--- config.mk ---
export PLATFORM = sky130hd
export DESIGN_NAME = output_drain_flat
export DESIGN_NICKNAME = d
export VERILOG_FILES = /design/src/rtl/output_drain_pkg.sv /design/src/rtl/output_drain_if.sv /design/src/rtl/drain_fifo.sv /design/src/rtl/output_drain.sv /design/src/flat_wrapper.sv
export SDC_FILE = /design/constraint.sdc
export NUM_CORES = 1
export LEC_CHECK = 0
export ABC_AREA = 1
export CORE_AREA = 8 8 186 188
export DETAILED_ROUTE_END_ITERATION = 6
export DIE_AREA = 0 0 194 196
export MAX_ROUTING_LAYER = met4
export PLACE_DENSITY = 0.83
export SYNTH_ARGS = -nofsm -noshare
export SYNTH_HDL_FRONTEND = slang
export SYNTH_SLANG_ARGS = --single-unit
--- constraint.sdc ---
create_clock -name clk -period 3.65 [get_ports clk]
set_input_delay 0.5475 -clock clk [delete_from_list [all_inputs] [get_ports clk]]
set_output_delay 0.5475 -clock clk [all_outputs]
set_load 0.02 [all_outputs]
--- src/rtl/output_drain_pkg.sv ---
// Shared defaults, FSM encodings and a width helper for the output drain block.
package output_drain_pkg;

    localparam int DEF_GROUP_SIZE      = 4;
    localparam int DEF_DATA_WIDTH      = 8;
    localparam int DEF_NUM_OUTPUTS     = 9;
    localparam int DEF_LOG_MAX_ADDRESS = 12;
    localparam int DEF_LOG_MAX_READS   = 12;

    localparam logic [1:0] S_IDLE  = 2'd0;
    localparam logic [1:0] S_ISSUE = 2'd1;
    localparam logic [1:0] S_DRAIN = 2'd2;
    localparam logic [1:0] S_DONE  = 2'd3;

    // Channel index width; never zero so a single memory still gets a 1-bit index.
    function automatic int chan_width(input int n);
        return (n > 1) ? $clog2(n) : 1;
    endfunction

endpackage

--- src/rtl/output_drain_if.sv ---
// Memory-side read bus and outgoing word stream of the output drain.
interface output_drain_if #(
    parameter int GROUP_SIZE      = output_drain_pkg::DEF_GROUP_SIZE,
    parameter int DATA_WIDTH      = output_drain_pkg::DEF_DATA_WIDTH,
    parameter int NUM_OUTPUTS     = output_drain_pkg::DEF_NUM_OUTPUTS,
    parameter int LOG_MAX_ADDRESS = output_drain_pkg::DEF_LOG_MAX_ADDRESS
);
    localparam int CH_W = output_drain_pkg::chan_width(NUM_OUTPUTS);

    logic [NUM_OUTPUTS-1:0]                       mem_read;
    logic [NUM_OUTPUTS*LOG_MAX_ADDRESS-1:0]       mem_addr;
    logic [NUM_OUTPUTS*GROUP_SIZE*DATA_WIDTH-1:0] mem_data;
    logic [NUM_OUTPUTS-1:0]                       mem_valid;
    logic [GROUP_SIZE*DATA_WIDTH-1:0]             out_data;
    logic [CH_W-1:0]                              out_channel;
    logic [LOG_MAX_ADDRESS-1:0]                   out_addr;
    logic                                         out_valid;
    logic                                         out_ready;

    modport master (
        output mem_read, mem_addr, out_data, out_channel, out_addr, out_valid,
        input  mem_data, mem_valid, out_ready
    );

    modport slave (
        input  mem_read, mem_addr, out_data, out_channel, out_addr, out_valid,
        output mem_data, mem_valid, out_ready
    );

endinterface

--- src/rtl/drain_fifo.sv ---
// Two-entry FIFO holding returned words until the stream consumer accepts them.
module drain_fifo #(
    parameter int WIDTH = 8
) (
    input  logic             clk,
    input  logic             rst,
    input  logic             i_push,
    input  logic [WIDTH-1:0] i_din,
    input  logic             i_pop,
    output logic [WIDTH-1:0] o_dout,
    output logic             o_full,
    output logic             o_empty
);
    logic [WIDTH-1:0] r_mem [2];
    logic             r_wptr;
    logic             r_rptr;
    logic [1:0]       r_count;
    logic             w_push;
    logic             w_pop;

    assign o_full  = (r_count == 2'd2);
    assign o_empty = (r_count == 2'd0);
    assign w_push  = i_push && !o_full;
    assign w_pop   = i_pop && !o_empty;

    always_ff @(posedge clk) begin
        if (!rst) begin
            r_wptr  <= 1'b0;
            r_rptr  <= 1'b0;
            r_count <= 2'd0;
        end else begin
            if (w_push) r_wptr <= ~r_wptr;
            if (w_pop)  r_rptr <= ~r_rptr;
            r_count <= r_count + {1'b0, w_push} - {1'b0, w_pop};
        end
    end

    always_ff @(posedge clk) begin
        if (w_push) r_mem[r_wptr] <= i_din;
    end

    // Present zeros while empty so the stream fields read as zero after reset.
    assign o_dout = o_empty ? '0 : r_mem[r_rptr];

endmodule

--- src/rtl/output_drain.sv ---
// Reads num_reads words from each output memory, address-major, and streams them out.
module output_drain
    import output_drain_pkg::*;
#(
    parameter int GROUP_SIZE      = DEF_GROUP_SIZE,
    parameter int DATA_WIDTH      = DEF_DATA_WIDTH,
    parameter int NUM_OUTPUTS     = DEF_NUM_OUTPUTS,
    parameter int LOG_MAX_ADDRESS = DEF_LOG_MAX_ADDRESS,
    parameter int LOG_MAX_READS   = DEF_LOG_MAX_READS
) (
    input  logic                       clk,
    input  logic                       rst,
    input  logic                       configure,
    input  logic [LOG_MAX_ADDRESS-1:0] start_address,
    input  logic [LOG_MAX_READS-1:0]   num_reads,
    output logic                       busy,
    output logic                       done,
    output_drain_if.master             drain_bus
);
    localparam int WORD_W = GROUP_SIZE * DATA_WIDTH;
    localparam int CH_W   = chan_width(NUM_OUTPUTS);
    localparam int CNT_W  = LOG_MAX_READS + CH_W;
    localparam int ENT_W  = WORD_W + CH_W + LOG_MAX_ADDRESS;

    logic [1:0]                 r_state;
    logic [LOG_MAX_ADDRESS-1:0] r_addr;
    logic [CH_W-1:0]            r_chan;
    logic [CNT_W-1:0]           r_left;
    logic                       r_inflight;
    logic [CH_W-1:0]            r_inflight_chan;
    logic [LOG_MAX_ADDRESS-1:0] r_inflight_addr;

    logic [WORD_W-1:0]          w_mem_words [NUM_OUTPUTS];
    logic [ENT_W-1:0]           w_push_entry;
    logic [ENT_W-1:0]           w_head;
    logic                       w_full;
    logic                       w_empty;
    logic                       w_pop;
    logic                       w_ret;
    logic                       w_issue;
    logic [1:0]                 w_occ;
    logic [1:0]                 w_level;

    generate
        for (genvar gi = 0; gi < NUM_OUTPUTS; gi++) begin : g_mem
            assign drain_bus.mem_read[gi] = w_issue && (r_chan == CH_W'(gi));
            assign drain_bus.mem_addr[gi*LOG_MAX_ADDRESS +: LOG_MAX_ADDRESS] = r_addr;
            assign w_mem_words[gi] = drain_bus.mem_data[gi*WORD_W +: WORD_W];
        end
    endgenerate

    assign w_pop   = !w_empty && drain_bus.out_ready;
    assign w_ret   = r_inflight && drain_bus.mem_valid[r_inflight_chan];
    assign w_occ   = w_full ? 2'd2 : (w_empty ? 2'd0 : 2'd1);
    // Occupancy at the end of this cycle; a new read may issue only if its word is sure to fit.
    assign w_level = w_occ + {1'b0, w_ret} - {1'b0, w_pop};
    assign w_issue = (r_state == S_ISSUE) && (!r_inflight || w_ret) && (w_level < 2'd2);

    assign w_push_entry = {w_mem_words[r_inflight_chan], r_inflight_chan, r_inflight_addr};

    drain_fifo #(
        .WIDTH (ENT_W)
    ) u_fifo (
        .clk     (clk),
        .rst     (rst),
        .i_push  (w_ret),
        .i_din   (w_push_entry),
        .i_pop   (w_pop),
        .o_dout  (w_head),
        .o_full  (w_full),
        .o_empty (w_empty)
    );

    assign {drain_bus.out_data, drain_bus.out_channel, drain_bus.out_addr} = w_head;
    assign drain_bus.out_valid = !w_empty;
    assign busy = (r_state == S_ISSUE) || (r_state == S_DRAIN);
    assign done = (r_state == S_DONE);

    always_ff @(posedge clk) begin
        if (!rst) begin
            r_state         <= S_IDLE;
            r_addr          <= '0;
            r_chan          <= '0;
            r_left          <= '0;
            r_inflight      <= 1'b0;
            r_inflight_chan <= '0;
            r_inflight_addr <= '0;
        end else begin
            r_inflight <= w_issue || (r_inflight && !w_ret);
            if (w_issue) begin
                r_inflight_chan <= r_chan;
                r_inflight_addr <= r_addr;
            end
            case (r_state)
                S_IDLE: begin
                    if (configure) begin
                        r_addr  <= start_address;
                        r_chan  <= '0;
                        r_left  <= CNT_W'(num_reads) * CNT_W'(NUM_OUTPUTS);
                        r_state <= (num_reads == '0) ? S_DONE : S_ISSUE;
                    end
                end
                S_ISSUE: begin
                    if (w_issue) begin
                        r_left <= r_left - CNT_W'(1);
                        if (r_chan == CH_W'(NUM_OUTPUTS - 1)) begin
                            r_chan <= '0;
                            r_addr <= r_addr + LOG_MAX_ADDRESS'(1);
                        end else begin
                            r_chan <= r_chan + CH_W'(1);
                        end
                        if (r_left == CNT_W'(1)) r_state <= S_DRAIN;
                    end
                end
                S_DRAIN: begin
                    if (!r_inflight && (w_level == 2'd0)) r_state <= S_DONE;
                end
                default: r_state <= S_IDLE;
            endcase
        end
    end

endmodule

--- src/flat_wrapper.sv ---
// flat-port wrapper written by rule: the top's interface ports become plain ports
module output_drain_flat import output_drain_pkg::*;
#(
    parameter int GROUP_SIZE      = DEF_GROUP_SIZE,
    parameter int DATA_WIDTH      = DEF_DATA_WIDTH,
    parameter int NUM_OUTPUTS     = DEF_NUM_OUTPUTS,
    parameter int LOG_MAX_ADDRESS = DEF_LOG_MAX_ADDRESS,
    parameter int LOG_MAX_READS   = DEF_LOG_MAX_READS
)
  (clk, rst, configure, start_address, num_reads, busy, done, drain_bus_mem_read, drain_bus_mem_addr, drain_bus_out_data, drain_bus_out_channel, drain_bus_out_addr, drain_bus_out_valid, drain_bus_mem_data, drain_bus_mem_valid, drain_bus_out_ready);
  output_drain_if #(.GROUP_SIZE(GROUP_SIZE), .DATA_WIDTH(DATA_WIDTH), .NUM_OUTPUTS(NUM_OUTPUTS), .LOG_MAX_ADDRESS(LOG_MAX_ADDRESS)) drain_bus_i ();
  input  logic clk;
  input  logic rst;
  input  logic configure;
  input  logic [LOG_MAX_ADDRESS-1:0] start_address;
  input  logic [LOG_MAX_READS-1:0] num_reads;
  output logic busy;
  output logic done;
  output wire logic [$bits(drain_bus_i.mem_read)-1:0] drain_bus_mem_read;
  output wire logic [$bits(drain_bus_i.mem_addr)-1:0] drain_bus_mem_addr;
  output wire logic [$bits(drain_bus_i.out_data)-1:0] drain_bus_out_data;
  output wire logic [$bits(drain_bus_i.out_channel)-1:0] drain_bus_out_channel;
  output wire logic [$bits(drain_bus_i.out_addr)-1:0] drain_bus_out_addr;
  output wire logic [$bits(drain_bus_i.out_valid)-1:0] drain_bus_out_valid;
  input wire logic [$bits(drain_bus_i.mem_data)-1:0] drain_bus_mem_data;
  input wire logic [$bits(drain_bus_i.mem_valid)-1:0] drain_bus_mem_valid;
  input wire logic [$bits(drain_bus_i.out_ready)-1:0] drain_bus_out_ready;
  assign drain_bus_mem_read = drain_bus_i.mem_read;
  assign drain_bus_mem_addr = drain_bus_i.mem_addr;
  assign drain_bus_out_data = drain_bus_i.out_data;
  assign drain_bus_out_channel = drain_bus_i.out_channel;
  assign drain_bus_out_addr = drain_bus_i.out_addr;
  assign drain_bus_out_valid = drain_bus_i.out_valid;
  assign drain_bus_i.mem_data = drain_bus_mem_data;
  assign drain_bus_i.mem_valid = drain_bus_mem_valid;
  assign drain_bus_i.out_ready = drain_bus_out_ready;
  output_drain #(.GROUP_SIZE(GROUP_SIZE), .DATA_WIDTH(DATA_WIDTH), .NUM_OUTPUTS(NUM_OUTPUTS), .LOG_MAX_ADDRESS(LOG_MAX_ADDRESS), .LOG_MAX_READS(LOG_MAX_READS)) u_core (.clk(clk), .rst(rst), .configure(configure), .start_address(start_address), .num_reads(num_reads), .busy(busy), .done(done), .drain_bus(drain_bus_i));
endmodule
==> metrics.txt, run 1 <==
CTS root buf clkbuf_16; GRT Total Usage around a quarter; TritonCTS buffer count 17; clock share of power 13.7%; Nets ~2200; vias in the first global route 11500; synthesized area per cell about 7.3 sq um; initial antenna violation count 5; last weighted congestion value of the routability-driven placer between 0.9 and 1; Hold Violations, Final 0; outcome complete, no violations; sequential area share after synthesis 36.9%; CP endpoint kind primary output; global route overflow 0; Fin Setup TNS 0 ps; worst min-delay path category flop to flop; Multi-input gate area 5270 sq um; Register Area approximately 4000 sq um; Post-Syn Area 10800 sq um; PwrDens approximately 800 nW/um^2; First-pass DRT Iterations 7; Placeable Area ~32000 sq um; Mapped Cells roughly 1500; Worst Tran Pin Value 1040 ps; global-route wire length before repair 71900 um; die area ~38000 sq um; FP Rows 66; CP cell instances clkdlybuf4s50_1 -> inv_1 -> nand2_2 -> nand3_1 -> nand3_2 -> nand3_2 -> a21boi_1 -> ha_1 -> xnor2_1 -> nand2b_1 -> nand2_1 -> nor2_1 -> nand2_4 -> nor4_2 -> clkbuf_2; layout cell share with drive strength beyond 1 slightly below 6%; Die Span Y approximately 200 um; Tmin final 3410 ps; fin util 50.2%; largest net degree at the start of global routing 100; hold buffer count at cts 0; Worst slew margin between 30 and 40%; # fillers between 3000 and 4000; Port-buffer cells between 400 and 500; CTS tree done; Reg clk slew, reported paths 70 ps; DRC 0; Max-cap violations 0; combinational share of power between 60% and 70%; Area Overhead vs Synth 47.4%; final wirelength ~49000 um; worst setup path start drain_bus_mem_valid[6]; initial core utilization 34.0%; Top cell by count, worst path nand3_2; Setup WS pre-CTS -308 ps; Post-Route Skew ~12 ps; reg-to-reg critical path endpoint u_core.r_addr[3]$_SDFFE_PN0P_; Crit path depth 15; Pleak between 6 and 7 nW; Die W approximately 190 um; worst path required time around 3100 ps; Synth area leader edfxtp_1; crit path buf inv count 3; crit share post-route between 90 and 100%; Power, Total between 10 and 15 mW; Top delay family on crit path simple AND/OR/NAND/NOR gates; Sink Count 152; largest cells by area after synthesis edfxtp_1 (27%), dfxtp_1 (10%), o21ai_0 (8.5%); Critical Path AT approximately 2900 ps; VDD IR max between 0.0005 and 0.0006 V; unrepaired setup endpoints after global routing no; ANT nets after route 0; via count 11700; Psw roughly 6.6 mW; H-tree levels 4; fin. max-slew vios 0; top-area cell type share of the netlist area a little over a quarter; Pint roughly 6.5 mW; CP Class input pin to primary output; Synthesis Warnings 0; Post-synth EDFFs 96; FF+latch count, synth roughly 150; Setup-failing EPs final 0; Main synth FF type edfxtp_1; Fmax achieved ~0.3 GHz; Post-synth ARST share 0%; fin area 16000 sq um; Max stage delay on crit path roughly 460 ps; launch point of the worst reg-to-reg path u_core.r_inflight_chan[0]$_SDFFE_PN0P_; Top Ports around 500; Distinct cells, synth 45; Startpoint Class input pin; crit path max fanout 11; post-DP HPWL ~38000 um; syn nets between 1500 and 2000; Placed Area 15400 sq um; Register-to-Register Path Depth 18; CP endpoint drain_bus_mem_read[8]; DR WL/cell approximately 22 um; CTS max path bufs 2; 1st-iter DRT viols approximately 1000; sw frac 50.3%; Final WS setup 236 ps; Seq pwr share approximately a quarter; Via density between 5 and 6; R2R setup slack 800 ps; clk_lat worst skew ~430 ps; Slowest-stage cell, CP clkdlybuf4s50_1
-- flip-flops by register name, indices dropped and copies added, names as in the netlist, named ones only --
signal                  flops
u_core.u_fifo.r_count       2
u_core.r_addr              12
u_core.r_inflight           1
u_core.r_chan               4
u_core.r_inflight_chan      4
u_core.r_inflight_addr     12
u_core.u_fifo.r_wptr        1
u_core.r_left              16
u_core.r_state              2
u_core.u_fifo.r_mem        96
u_core.u_fifo.r_rptr        1
-- power by group through the flow --
stage,clock [mW],combinational (mW),sequential (mW)
after floorplan,0,5.36,3.00
after global placement,0,8.13,3.07
after detailed placement,0,8.31,3.10
after CTS,1.83,8.33,3.07
after global routing,1.90,8.96,3.15
final,1.80,8.28,3.07
-- cells in the final DEF (no fill, tap or decap), types with 51 or more instances in the layout --
cell type          n
nand3_1           60
dfxtp_1           52
nand2_1          242
edfxtp_1          96
inv_1            115
a21oi_1           88
nor2_1           214
clkdlybuf4s50_1  482
o21ai_0          184
o221ai_1          51
-- logic make-up after synthesis --
kind of cell	after synthesis	share of synthesized area, %
adder cells (fa/ha/maj)	35	4.11
AND/OR/NAND/NOR	582	22.7
AO/OA/AOI/OAI	381	20.2
multiplexers	3	0.277
flip-flops	152	36.9
XOR/XNOR	12	0.969
buffers and inverters	313	14.8
-- per-layer routing --
metal | track usage [%] | share of wire [%] | vias up
met5 | - | 0 | -
met4 | 9.42 | 3.7 | 0
met3 | 5.45 | 7.5 | 64
met2 | 42.6 | 50 | 507
met1 | 29.0 | 39 | 5528
li1 | - | - | 5643
-- worst min path at each step --
| stage | endpoint | startpoint | slack (ps) | depth (start not counted) |
|---|---|---|---|---|
| floorplan | u_core.u_fifo.r_mem[0][0]$_DFFE_PP_ | u_core.r_inflight_addr[0]$_SDFFE_PN0P_ | 420 | 0 |
| global placement | u_core.u_fifo.r_rptr$_SDFFE_PN0P_ | u_core.u_fifo.r_rptr$_SDFFE_PN0P_ | 440 | 1 |
| detailed placement | flop | u_core.u_fifo.r_rptr$_SDFFE_PN0P_ | 440 | 1 |
| CTS | u_core.u_fifo.r_rptr$_SDFFE_PN0P_ | u_core.u_fifo.r_rptr$_SDFFE_PN0P_ | 460 | 1 |
| global route | u_core.u_fifo.r_mem[1][9]$_DFFE_PP_ | u_core.r_inflight_addr[9]$_SDFFE_PN0P_ | 480 | 0 |
| finish | u_core.u_fifo.r_rptr$_SDFFE_PN0P_ | u_core.u_fifo.r_rptr$_SDFFE_PN0P_ | 460 | 1 |
-- cell type report --
cell class                      instances  area share (%)
Antenna cell                            4          0.0626
Sequential cell                       152            25.1
Multi-Input combinational cell       1013            32.9
Inverter                              123            2.93
Clock inverter                         15            1.21
Clock buffer                           17            2.66
Tap cell                              408            3.19
Timing Repair Buffer                  522            31.9
-- what timing repair did --
action	in CTS	in global routing
setup buffers	0	0
pin swaps	0	0
hold endpoints to repair	0	0
resized for setup	9	29
endpoints found under the setup margin	9	9
-- synthesized netlist by cell type (6+ instances only) --
| cell | count |
|---|---|
| a21oi_1 | 88 |
| buf_1 | 7 |
| buf_2 | 14 |
| buf_4 | 99 |
| clkbuf_1 | 66 |
| dfxtp_1 | 56 |
| edfxtp_1 | 96 |
| ha_1 | 34 |
| inv_1 | 115 |
| inv_2 | 6 |
| nand2_1 | 242 |
| nand3_1 | 60 |
| nand4_1 | 18 |
| nor2_1 | 217 |
| nor3_1 | 18 |
| o211ai_1 | 13 |
| o21ai_0 | 184 |
| o21ai_1 | 16 |
| o221ai_1 | 51 |
| o22ai_1 | 13 |
| xor2_1 | 9 |
-- worst register-to-register path, stage by stage, from the launching register on --
cell and delay, ps:
dfxtp_4 450, inv_8 70, nand2_2 50, nand3_1 90
nand3_2 100, nand3_2 90, a21boi_1 200, ha_1 200
xnor2_1 140, nand2b_1 130, nand2_1 80, nor2_1 180
nand2_4 140, buf_4 210, nand2_4 140, nand3_4 220
nand2_1 140, nand2_1 50, nor2_1 120
-- metrics by stage --
step                instances  hold WS (ps)
finish                   2254           457
global route             2253           480
CTS                      2250           456
detailed placement       2218           442
global placement         2218           438
floorplan                1478           420
No activity file was read; power rests on OpenSTA's default activity.
==> run 2, diff against run 1 <==
--- a/config.mk
+++ b/config.mk
@@ -11,6 +11,7 @@
 export DIE_AREA = 0 0 194 196
 export MAX_ROUTING_LAYER = met4
 export PLACE_DENSITY = 0.83
+export SLEW_MARGIN = 20
 export SYNTH_ARGS = -nofsm -noshare
 export SYNTH_HDL_FRONTEND = slang
 export SYNTH_SLANG_ARGS = --single-unit
==> results of run 2 <==
Same layout as run 1: the final DEF is identical, and so are final timing and power.
